==> config.mk <==
export PLATFORM = sky130hd
export DESIGN_NAME = sdram_arbiter
export DESIGN_NICKNAME = d
export VERILOG_FILES = /design/src/rtl/sdram_pkg.sv /design/src/rtl/sdram_cmd_mux.sv /design/src/rtl/sdram_arbiter.sv
export SDC_FILE = /design/constraint.sdc
export NUM_CORES = 1
export LEC_CHECK = 0
export CAP_MARGIN = 40
export CORE_MARGIN = 2
export CORE_UTILIZATION = 29
export DETAILED_ROUTE_END_ITERATION = 12
export GPL_TIMING_DRIVEN = 1
export HOLD_SLACK_MARGIN = 0.08
export PLACE_DENSITY_LB_ADDON = 0.15
export SYNTH_ARGS = -nofsm -noshare
export SYNTH_HDL_FRONTEND = slang
export SYNTH_SLANG_ARGS = --single-unit
==> constraint.sdc <==
create_clock -name S_CLK -period 1.6 [get_ports S_CLK]
set_input_delay 0.4 -clock S_CLK [delete_from_list [all_inputs] [get_ports S_CLK]]
set_output_delay 0.4 -clock S_CLK [all_outputs]
set_load 0.01 [all_outputs]
==> src/rtl/sdram_pkg.sv <==
// Shared SDRAM command codes and arbiter state encoding, used by the arbiter
// and by the init/refresh/write/read engines.
package sdram_pkg;

   // {CKE, CS_N, RAS_N, CAS_N, WE_N}
   localparam logic [4:0] CMD_NOP   = 5'b10111;
   localparam logic [4:0] CMD_PREC  = 5'b10010;
   localparam logic [4:0] CMD_AREF  = 5'b10001;
   localparam logic [4:0] CMD_ACT   = 5'b10011;
   localparam logic [4:0] CMD_WRITE = 5'b10100;
   localparam logic [4:0] CMD_READ  = 5'b10101;
   localparam logic [4:0] CMD_MRS   = 5'b10000;

   typedef enum logic [2:0] {
      ST_INIT  = 3'd0,
      ST_IDLE  = 3'd1,
      ST_AREF  = 3'd2,
      ST_WRITE = 3'd3,
      ST_READ  = 3'd4
   } arb_state_t;

endpackage

==> src/rtl/sdram_cmd_mux.sv <==
// Combinational select of the granted engine's command/address/bank onto the
// SDRAM bus, keyed only by the registered arbiter state.
module sdram_cmd_mux
   import sdram_pkg::*;
#(
   parameter int ADDR_W = 12,
   parameter int BANK_W = 2,
   parameter int CMD_W  = 5
) (
   input  arb_state_t        state,
   input  logic [CMD_W-1:0]  init_cmd,
   input  logic [ADDR_W-1:0] init_addr,
   input  logic [CMD_W-1:0]  aref_cmd,
   input  logic [ADDR_W-1:0] aref_addr,
   input  logic [CMD_W-1:0]  wr_cmd,
   input  logic [ADDR_W-1:0] wr_addr,
   input  logic [BANK_W-1:0] wr_bank,
   input  logic [CMD_W-1:0]  rd_cmd,
   input  logic [ADDR_W-1:0] rd_addr,
   input  logic [BANK_W-1:0] rd_bank,
   output logic [CMD_W-1:0]  cmd,
   output logic [ADDR_W-1:0] addr,
   output logic [BANK_W-1:0] bank
);

   always_comb begin
      cmd  = CMD_W'(CMD_NOP);
      addr = '0;
      bank = '0;
      case (state)
         ST_INIT: begin
            cmd  = init_cmd;
            addr = init_addr;
         end
         ST_AREF: begin
            cmd  = aref_cmd;
            addr = aref_addr;
         end
         ST_WRITE: begin
            cmd  = wr_cmd;
            addr = wr_addr;
            bank = wr_bank;
         end
         ST_READ: begin
            cmd  = rd_cmd;
            addr = rd_addr;
            bank = rd_bank;
         end
         default: begin
            cmd  = CMD_W'(CMD_NOP);
            addr = '0;
            bank = '0;
         end
      endcase
   end

endmodule

==> src/rtl/sdram_arbiter.sv <==
// Fixed-priority grant FSM (refresh > write > read) for the SDRAM engines,
// with per-grant ack timeout and the shared SDRAM bus mux.
//
//   state    | meaning
//   ---------+---------------------------------------------------
//   ST_INIT  | init engine owns the bus, waiting for flag_init
//   ST_IDLE  | bus idles with NOP, arbitrating pending requests
//   ST_AREF  | refresh engine granted until aref_ack or timeout
//   ST_WRITE | write engine granted until wr_ack or timeout
//   ST_READ  | read engine granted until rd_ack or timeout
module sdram_arbiter
   import sdram_pkg::*;
#(
   parameter int ADDR_W      = 12,
   parameter int BANK_W      = 2,
   parameter int CMD_W       = 5,
   parameter int TIMEOUT_CYC = 64
) (
   input  logic              S_CLK,
   input  logic              RST,
   input  logic              flag_init,
   input  logic [CMD_W-1:0]  init_cmd,
   input  logic [ADDR_W-1:0] init_addr,
   input  logic              aref_req,
   input  logic              aref_ack,
   output logic              aref_en,
   input  logic [CMD_W-1:0]  aref_cmd,
   input  logic [ADDR_W-1:0] aref_addr,
   input  logic              wr_req,
   input  logic              wr_ack,
   output logic              wr_en,
   input  logic [CMD_W-1:0]  wr_cmd,
   input  logic [ADDR_W-1:0] wr_addr,
   input  logic [BANK_W-1:0] wr_bank,
   input  logic              rd_req,
   input  logic              rd_ack,
   output logic              rd_en,
   input  logic [CMD_W-1:0]  rd_cmd,
   input  logic [ADDR_W-1:0] rd_addr,
   input  logic [BANK_W-1:0] rd_bank,
   output logic              aref_pending,
   output logic              arb_err,
   output logic [CMD_W-1:0]  sdram_cmd,
   output logic [ADDR_W-1:0] sdram_addr,
   output logic [BANK_W-1:0] sdram_bank
);

   localparam int              CNT_W    = $clog2(TIMEOUT_CYC);
   localparam logic [CNT_W-1:0] TMO_LAST = CNT_W'(TIMEOUT_CYC - 1);

   arb_state_t       state;
   logic [CNT_W-1:0] tmo_cnt;
   logic             grant_ack;

   always_comb begin
      grant_ack = 1'b0;
      case (state)
         ST_AREF:  grant_ack = aref_ack;
         ST_WRITE: grant_ack = wr_ack;
         ST_READ:  grant_ack = rd_ack;
         default:  grant_ack = 1'b0;
      endcase
   end

   always_ff @(posedge S_CLK or posedge RST) begin
      if (RST) begin
         state   <= ST_INIT;
         aref_en <= 1'b0;
         wr_en   <= 1'b0;
         rd_en   <= 1'b0;
         arb_err <= 1'b0;
         tmo_cnt <= '0;
      end else begin
         arb_err <= 1'b0;
         // Losing flag_init outranks everything, including a pending ack.
         if (state != ST_INIT && !flag_init) begin
            state   <= ST_INIT;
            aref_en <= 1'b0;
            wr_en   <= 1'b0;
            rd_en   <= 1'b0;
            tmo_cnt <= '0;
         end else begin
            case (state)
               ST_INIT: begin
                  tmo_cnt <= '0;
                  if (flag_init) state <= ST_IDLE;
               end
               ST_IDLE: begin
                  tmo_cnt <= '0;
                  if (aref_req) begin
                     state   <= ST_AREF;
                     aref_en <= 1'b1;
                  end else if (wr_req) begin
                     state <= ST_WRITE;
                     wr_en <= 1'b1;
                  end else if (rd_req) begin
                     state <= ST_READ;
                     rd_en <= 1'b1;
                  end
               end
               ST_AREF, ST_WRITE, ST_READ: begin
                  if (grant_ack || tmo_cnt == TMO_LAST) begin
                     state   <= ST_IDLE;
                     aref_en <= 1'b0;
                     wr_en   <= 1'b0;
                     rd_en   <= 1'b0;
                     tmo_cnt <= '0;
                     arb_err <= ~grant_ack;
                  end else begin
                     tmo_cnt <= tmo_cnt + 1'b1;
                  end
               end
               default: begin
                  state   <= ST_INIT;
                  aref_en <= 1'b0;
                  wr_en   <= 1'b0;
                  rd_en   <= 1'b0;
                  tmo_cnt <= '0;
               end
            endcase
         end
      end
   end

   assign aref_pending = aref_req & (state == ST_WRITE || state == ST_READ);

   sdram_cmd_mux #(
      .ADDR_W (ADDR_W),
      .BANK_W (BANK_W),
      .CMD_W  (CMD_W)
   ) u_cmd_mux (
      .state     (state),
      .init_cmd  (init_cmd),
      .init_addr (init_addr),
      .aref_cmd  (aref_cmd),
      .aref_addr (aref_addr),
      .wr_cmd    (wr_cmd),
      .wr_addr   (wr_addr),
      .wr_bank   (wr_bank),
      .rd_cmd    (rd_cmd),
      .rd_addr   (rd_addr),
      .rd_bank   (rd_bank),
      .cmd       (sdram_cmd),
      .addr      (sdram_addr),
      .bank      (sdram_bank)
   );

endmodule
Word level (Yosys, flattened, before mapping) --
Cells that the tools add are included.
Storage, ports and cells: flip-flop bits (word level) 13, bits in latches 0, bits in writable memories 0, ROM bits 0, input bits 81, logic and storage cells 64, memories kept 0
Operators by class: add/sub/neg operators 1, multipliers 0, divide/modulo/power cells 0, $lt $le $gt $ge 0, eq/ne operators 14, shift-type cells 0, mux-type cells 30, bitwise logic cells 2, reductions and logical operators 11
Operators by type and width (count):
- one-hot mux 12 bit (4 select lines) | 1
- != test 3 bit (second input constant) | 7
- one-hot mux 5 bit (4 select lines) | 1
- two-way mux 3 bit | 6
- two-way mux 6 bit | 3
- two-way mux 1 bit | 13
- one-hot mux 1 bit (3 select lines) | 4
- one-hot mux 3 bit (3 select lines) | 1
- adder 6 x 1 -> 6 bit (second input constant) | 1
- == test 3 x 2 -> 1 bit (second input constant) | 2
- == test 6 bit (second input constant) | 1
- AND reduction 3 bit | 2
- != test 5 bit (second input constant) | 1
- AND reduction 5 bit | 1
- one-hot mux 2 bit (2 select lines) | 1
- AND reduction 4 bit | 1
- == test 3 x 1 -> 1 bit (second input constant) | 1
- == test 3 bit (second input constant) | 1
- zero test 3 bit | 1
- nonzero test 3 bit | 1
- OR reduction 3 bit | 1
- logical OR 1 bit | 2
- != test 2 bit (second input constant) | 1
- bitwise AND 1 bit | 1
- 3 further kinds | 3

Logic depth before layout (Yosys ltp) --
Gate-level depths: netlist of run 1.
depth after elaboration 6, depth in mapped cells 6

Modules after synthesis --
From an unflattened synthesis of run 1, not the netlist that was laid out.
Second synthesis, totals: cell total of the unflattened synthesis 151, area, all modules 1461.4 µm²
Modules (own cells, without submodules):
- sdram_cmd_mux | instances 1, cells each 86, area each 783.3 µm², seq. area each 0.0 µm²
- sdram_arbiter | instances 1, cells each 65, area each 678.2 µm², seq. area each 325.3 µm²

Worst setup path before layout of run 1 --
OpenSTA, ideal clock, no wires.
path kind flip-flop to output port, start register state[1], end output port sdram_addr[0], arrival 1.522 ns, required time 1.200 ns, slack -0.322 ns, stages on the path, launching flop included 6, buffers on the path 2, path through dfrtp_1 -> buf_2 -> nor2b_1 -> clkbuf_1 -> a21oi_1 -> o21ai_0
On the way: word-level cells in the longest chain between the ends 2
RTL lines:
- from (decl) | RTL line sdram_arbiter.sv:51 | arb_state_t state;
- from (signal assigned) | RTL line sdram_arbiter.sv:67 | state <= ST_INIT;
- from (signal assigned) | RTL line sdram_arbiter.sv:77 | state <= ST_INIT;
- from (signal assigned) | RTL line sdram_arbiter.sv:86 | if (flag_init) state <= ST_IDLE;
- == test 3 bit (tied with other cells) | RTL line sdram_cmd_mux.sv:30 | case (state)
- one-hot mux 12 bit (4 select lines) * | RTL line sdram_cmd_mux.sv:30
- to (decl) | RTL line sdram_arbiter.sv:44 | output logic [ADDR_W-1:0] sdram_addr,
Every way passes the cells marked *; elsewhere a longest branch is shown, timed or not.

Final worst setup path of run 1 --
start register state[1], end output port sdram_cmd[4]
On the way: word-level cells in the longest chain between the ends 2
RTL lines:
- == test 3 bit (tied with other cells) | RTL line sdram_cmd_mux.sv:30
- one-hot mux 5 bit (4 select lines) * | RTL line sdram_cmd_mux.sv:30
- to (decl) | RTL line sdram_arbiter.sv:43 | output logic [CMD_W-1:0] sdram_cmd,
Marked as above.

==> results.cfg, run 1 <==
[clocking]
tritoncts_clock_tree = built
cts.sink_count = 13
clock-root-buffer = sky130_fd_sc_hd__clkbuf_8
numCtsBuffers = 3
clockBufferDepth = 2
cts.reportedPaths.clkPinSlew_ns = 0.05
htree_num_levels = 1
insertion_delay_ns = 0.24
ctsHoldBuffers = 0

[pwr]
vdd.ir_drop.worst_v = 0.000263
power_density_nw_per_um2 = 556
static-leakage-power_uw = 0.00118

[synth]
yosysSeqAreaShare_pct = 26.1
synth-edff-count = 0
synth_top_cells_by_area = sky130_fd_sc_hd__dfrtp_1 (26%), sky130_fd_sc_hd__mux2i_1 (13%), sky130_fd_sc_hd__a21oi_1 (7.6%)
syn_area_per_cell_um2 = 7.61
yosysTopAreaCellShare_pct = 26.1
ys_async_sr_fraction_pct = 100
synth.lib_cells_used.distinct = 41
post_synth_inst_count = 164
ys.warnings.count = 0
cell_area_after_technology_mapping_um2 = 1250
post-synth-top-area-cell = sky130_fd_sc_hd__dfrtp_1
synth_flop_cell = sky130_fd_sc_hd__dfrtp_1
total_nets_after_synthesis = 246
ys_seq_elements = 13

[floorplan]
floorplan.core_area_um2 = 4060
die_h_um = 69.6
die_x_um = 69.6
floorplan.initialDensity_pct = 30.7
design.die.area_um2 = 4840
io-pin-count = 105
core.rowCount = 23

[drt]
drtPass1Iterations = 4
detailroute.via_count = 1762
routed_wire_length_per_instance_um = 14.0
ant_nets = 0
vias_per_std_cell = 5.02
drt_iter0_markers = 84
drc = 0
wl_mm = 4.93

[critical_path]
cp_slowest_stage_delay_ns = 0.40
worst_ep_required_time_ns = 1.20
cp.arrival_ns = 1.53
startpoint_type = register
cpMaxStageDelayCell = sky130_fd_sc_hd__dfrtp_2
crit_path_cell_trace = buf_12 -> inv_8 -> or3_4 -> o22a_1 -> buf_2
setup.worst_path.class = register to output port
setup.worst_path.end_class = output port
critical_path.max_fanout = 6

[run_status]
run_status = complete, but fails checks
violations = setup timing

[timing]
hold_viol = 0
hold-worst-slack_ns = 0.458
finalClockSkew_ns = 0.00267
setup_viol = 33
max_slew.worst_pin.slew_ns = 0.481
fin_ws_ns = -0.334
final.setup.tns_ns = -9.52
period_minus_slack_ns = 1.93
maxSlewViolCount = 0
maxClockFrequency_mhz = 517
final_min_period_over_clock_period_pct = 121
rsz0062_at_grt = true
timing.max_slew.rel_slack_pct = 67.9

[worst_hold_path]
min-delay-path-class = register to register

[layout]
final_cells = 351
post-route-util_pct = 69.6
fin_nets = 384
area_overhead_of_the_layout_relative_to_synthesis_pct = 126
antenna_cells = 0
design_area_final_um2 = 2830
fill_cells = 335
final_layout_size_suffix_gt1_share_pct = 34.6

[global_route]
grt_pass1_vias = 1850
global_route.usage.total_pct = 20.9
first_pass_grt_wire_length_mm = 8.31
grt_antenna_before_repair = 0
grt_max_degree = 16
grt_overflow = 0

[job]
max_cap_violations = 0

[place]
finalWeightedCongestion = 0.834
place.detailed.instances = 340
hpwl_mm = 3.94
post_dp_cell_area_um2 = 2650
io_buffer_count = 104
## placed cells by master (no fill, tap or decap), drive strengths merged, types with 2 or more instances in the layout
cell	netlist	routed
a211oi	3	3
a21oi	20	20
nand3	2	2
xor2	3	3
nor2b	2	2
inv	5	5
nand2	16	16
o22a	4	4
nor3	4	4
mux2i	16	16
and2	4	4
dfrtp	13	13
nor2	20	20
o22ai	2	2
nor4	2	2
o21ai	18	18
clkbuf	4	4
clkdlybuf4s50	0	84
buf	6	59
and3	2	2
o32a	3	3
a32o	2	2
## worst max-delay path: cells and delay by family, from the launching register on
kind	cells	cell delay (ns)
DFF	1	0.40
and+or+nand+nor	1	0.35
buffers and inverters	3	0.34
AOI/OAI and AO/OA	1	0.21
## synth_stat cells, drive strengths merged, types with 3 or more instances
master  instances
a211oi          3
a21oi          20
and2            4
buf             6
clkbuf          4
dfrtp          13
inv             5
mux2i          16
nand2          16
nor2           20
nor3            4
o21ai          18
o22a            4
o32a            3
xor2            3
## worst paths after layout
path	startpoint	endpoint	slack, ns	cells after the start
hold reg to reg	tmo_cnt[0]	tmo_cnt[0]	0.46	1
min in group asynchronous	RST	aref_en	0.48	2
hold / removal	tmo_cnt[0]	tmo_cnt[0]	0.46	1
setup / recovery	state[1]	sdram_cmd[4]	-0.33	5
max in group asynchronous	RST	state[1]	0.76	2
setup reg to reg	state[1]	state[1]	-0.33	8
## cell families (layout without fill, tap and decap cells)
| logic type | after synthesis | count (layout) | synth area share (%) |
|---|---|---|---|
| compound gates | 54 | 54 | 27.0 |
| simple gates | 60 | 60 | 24.3 |
| flops | 13 | 13 | 26.1 |
| fa+ha+maj | 1 | 1 | 1.00 |
| mux | 17 | 17 | 13.7 |
| buf+inv | 15 | 152 | 5.11 |
| xor+xnor | 4 | 4 | 2.81 |
## timing repair
| action | 4_1_cts | 5_1_grt |
|---|---|---|
| setup endpoints to repair | 33 | 33 |
| resized for setup | 112 | 22 |
| pin swaps | 15 | 10 |
| gates cloned | 1 | 0 |
| buffers inserted | 6 | 1 |
## flip-flops by register name, summed over array words and instances, names as in the netlist
signal and count:
state 3, aref_en 1, arb_err 1, tmo_cnt 6, wr_en 1, rd_en 1
## report_power, final
part,internal (µW),switching (µW)
clock network,175,107
registers,354,19.9
logic,550,363
total,1080,490
## stage by stage
step	power, µW	setup slack [ns]
after detailed placement	1270	-0.665
after global routing	1670	-0.409
after CTS	1560	-0.402
after global placement	1260	-0.644
after floorplan	723	-0.104
final	1570	-0.334
## cell type report
cell class	count	area (µm²)	share of cell area (%)
inverter	5	26.3	0.930
clock buffer	4	45.0	1.59
tap	50	62.6	2.21
timing repair buffer	143	1360	48.1
multi-input combinational	136	1000	35.5
sequential	13	328	11.6
## routing by layer
metal	up-vias	wire length [µm]	track usage, %
li1	878	-	-
met1	809	2000	24.8
met2	67	2490	37.1
met3	8	352	5.96
met4	0	90	5.23
met5	-	0	0
Power figures use the tool's default switching activity.
==> run 2: changes to the inputs <==
REMOVE_ABC_BUFFERS = 1   (was unset)
==> results.cfg, run 2 (same netlist as run 1, synthesis figures left out) <==
[run_status]
run_status = complete, but fails checks
violations = setup timing

[floorplan]
floorplan.core_area_um2 = 4060
die_h_um = 69.6
design.die.area_um2 = 4840
die_x_um = 69.6
io-pin-count = 105
floorplan.initialDensity_pct = 30.7
core.rowCount = 23

[layout]
largest-register = tmo_cnt
largest_reg_flops = 6
layout_common_cells = sky130_fd_sc_hd__clkdlybuf4s50_1 (84), sky130_fd_sc_hd__buf_4 (30), sky130_fd_sc_hd__a21oi_1 (19), sky130_fd_sc_hd__buf_2 (19)
design_area_final_um2 = 2810
biggestRegsByFlops = tmo_cnt: 6 flops, state: 3 flops
fin_nets = 390
final_layout_size_suffix_gt1_share_pct = 34.2
antenna_cells = 0
post-route-util_pct = 69.2
area_overhead_of_the_layout_relative_to_synthesis_pct = 125
fill_cells = 341
final_common_cell = sky130_fd_sc_hd__clkdlybuf4s50_1

[critical_path]
cpMaxStageDelayCell = sky130_fd_sc_hd__dfrtp_2
critPathMostFrequentCell = sky130_fd_sc_hd__buf_6
timing.critical_path.to = state[0]
critical_path.max_fanout = 8
cp_slowest_stage_delay_ns = 0.45
rr_endpoint = state[0]
setup.reg_to_reg.worst_slack_ns = -0.37
crit_path_cell_trace = buf_6 -> or3b_4 -> buf_6 -> a311oi_2 -> buf_4 -> buf_6 -> a21oi_4 -> mux2i_1
worst_ep_required_time_ns = 1.73
startpoint_type = register
setup.worst_path.class = register to register
cp.arrival_ns = 2.10
setup.worst_path.end_class = register
critical_path.reg2reg.startpoint = state[1]
r2r.worst_path.cells = 8
cp-startpoint = state[1]

[clocking]
insertion_delay_ns = 0.25
clock-root-buffer = sky130_fd_sc_hd__clkbuf_8
cts.sink_count = 13
clockBufferDepth = 2
numCtsBuffers = 3
htree_num_levels = 1
tritoncts_clock_tree = built
ctsHoldBuffers = 0
cts.reportedPaths.clkPinSlew_ns = 0.06

[global_route]
first_pass_grt_wire_length_mm = 8.56
global_route.usage.total_pct = 21.6
grt_pass1_vias = 1822
grt_overflow = 0
grt_antenna_before_repair = 0
grt_max_degree = 16

[place]
post_dp_cell_area_um2 = 2590
io_buffer_count = 104
finalWeightedCongestion = 0.823
hpwl_mm = 4.00

[timing]
setup_viol = 33
hold_viol = 0
finalClockSkew_ns = 0.00923
maxSlewViolCount = 0
maxClockFrequency_mhz = 508
rsz0062_at_grt = true
max_slew.worst_pin.slew_ns = 0.503
timing.max_slew.rel_slack_pct = 66.5
fin_ws_ns = -0.368
period_minus_slack_ns = 1.97
final_min_period_over_clock_period_pct = 123

[job]
max_cap_violations = 0

[drt]
maxUsedRoutingLayer = met4
wl_mm = 5.38
vias_per_std_cell = 5.01
drtPass1Iterations = 4
routed_wire_length_per_instance_um = 15.1
detailroute.via_count = 1789
drc = 0
drt_iter0_markers = 62
met1Wirelength_mm = 2.26
ant_nets = 0
wl_met2_mm = 2.65
routed-wl-met3_um = 305

[pwr]
power_density_nw_per_um2 = 548
static-leakage-power_uw = 0.00121
p_total_uw = 1540
vdd.ir_drop.worst_v = 0.000311

[worst_hold_path]
min-delay-path-class = primary input to async pin
## run 2: changes by cell type in the layout (fill, tap and decap cells not counted), moves of 5 or more
cell	delta
sky130_fd_sc_hd__a21oi_2	-7
sky130_fd_sc_hd__o21ai_2	-7
sky130_fd_sc_hd__buf_4	+7
sky130_fd_sc_hd__a21oi_1	+6
sky130_fd_sc_hd__o21ai_1	+5
## run 2: final cells by class
class,count,area [µm²],share of cell area [%]
clock buffer,4,45.0,1.60
inverter,5,18.8,0.668
tap,50,62.6,2.23
multi-input combinational,136,973,34.7
timing repair buffer,149,1380,49.2
sequential,13,328,11.7
## run 2: critical path, delay by kind of cell, from the launching register on
kind,cells,cell delay (ns)
buffers and inverters,4,0.59
AO/OA/AOI/OAI,2,0.29
flip-flops,1,0.45
multiplexers,1,0.12
AND/OR/NAND/NOR,1,0.38
## run 2: worst min path at each step
| stage | endpoint | slack [ns] | depth (start not counted) |
|---|---|---|---|
| after floorplan | arb_err | 0.28 | 1 |
| after global placement | tmo_cnt[0] | 0.45 | 1 |
| after detailed placement | tmo_cnt[0] | 0.46 | 1 |
| after CTS | tmo_cnt[0] | 0.46 | 1 |
| after global routing | tmo_cnt[0] | 0.51 | 1 |
| final | wr_en | 0.48 | 2 |
## run 2: timing repair
item,in CTS,in global routing
endpoints found under the setup margin,33,33
cloned,1,0
pin swaps,9,6
setup buffers,8,4
gates resized for setup,125,21
## run 2: layer usage
layer | track usage [%] | vias to the layer above
met5 | 0 | -
met3 | 5.23 | 18
met1 | 26.4 | 817
met2 | 37.2 | 67
met4 | 6.97 | 0
li1 | - | 887
## run 2: power breakdown
| part | switching (µW) | leakage [µW] | internal, µW | total (µW) |
|---|---|---|---|---|
| Clock | 114 | 0.0000228 | 175 | 290 |
| Sequential | 21.4 | 0.000174 | 355 | 376 |
| Combinational | 353 | 0.00101 | 520 | 873 |
## run 2: stage by stage
stage / hold slack [ns] / cells / worst slack, ns / setup TNS (ns)
floorplan: 0.277 / 154 / -0.696 / -19.35
global placement: 0.451 / 342 / -0.698 / -16.73
detailed placement: 0.459 / 342 / -0.679 / -17.14
CTS: 0.464 / 355 / -0.362 / -9.97
global route: 0.509 / 357 / -0.434 / -12.26
finish: 0.482 / 357 / -0.368 / -9.91
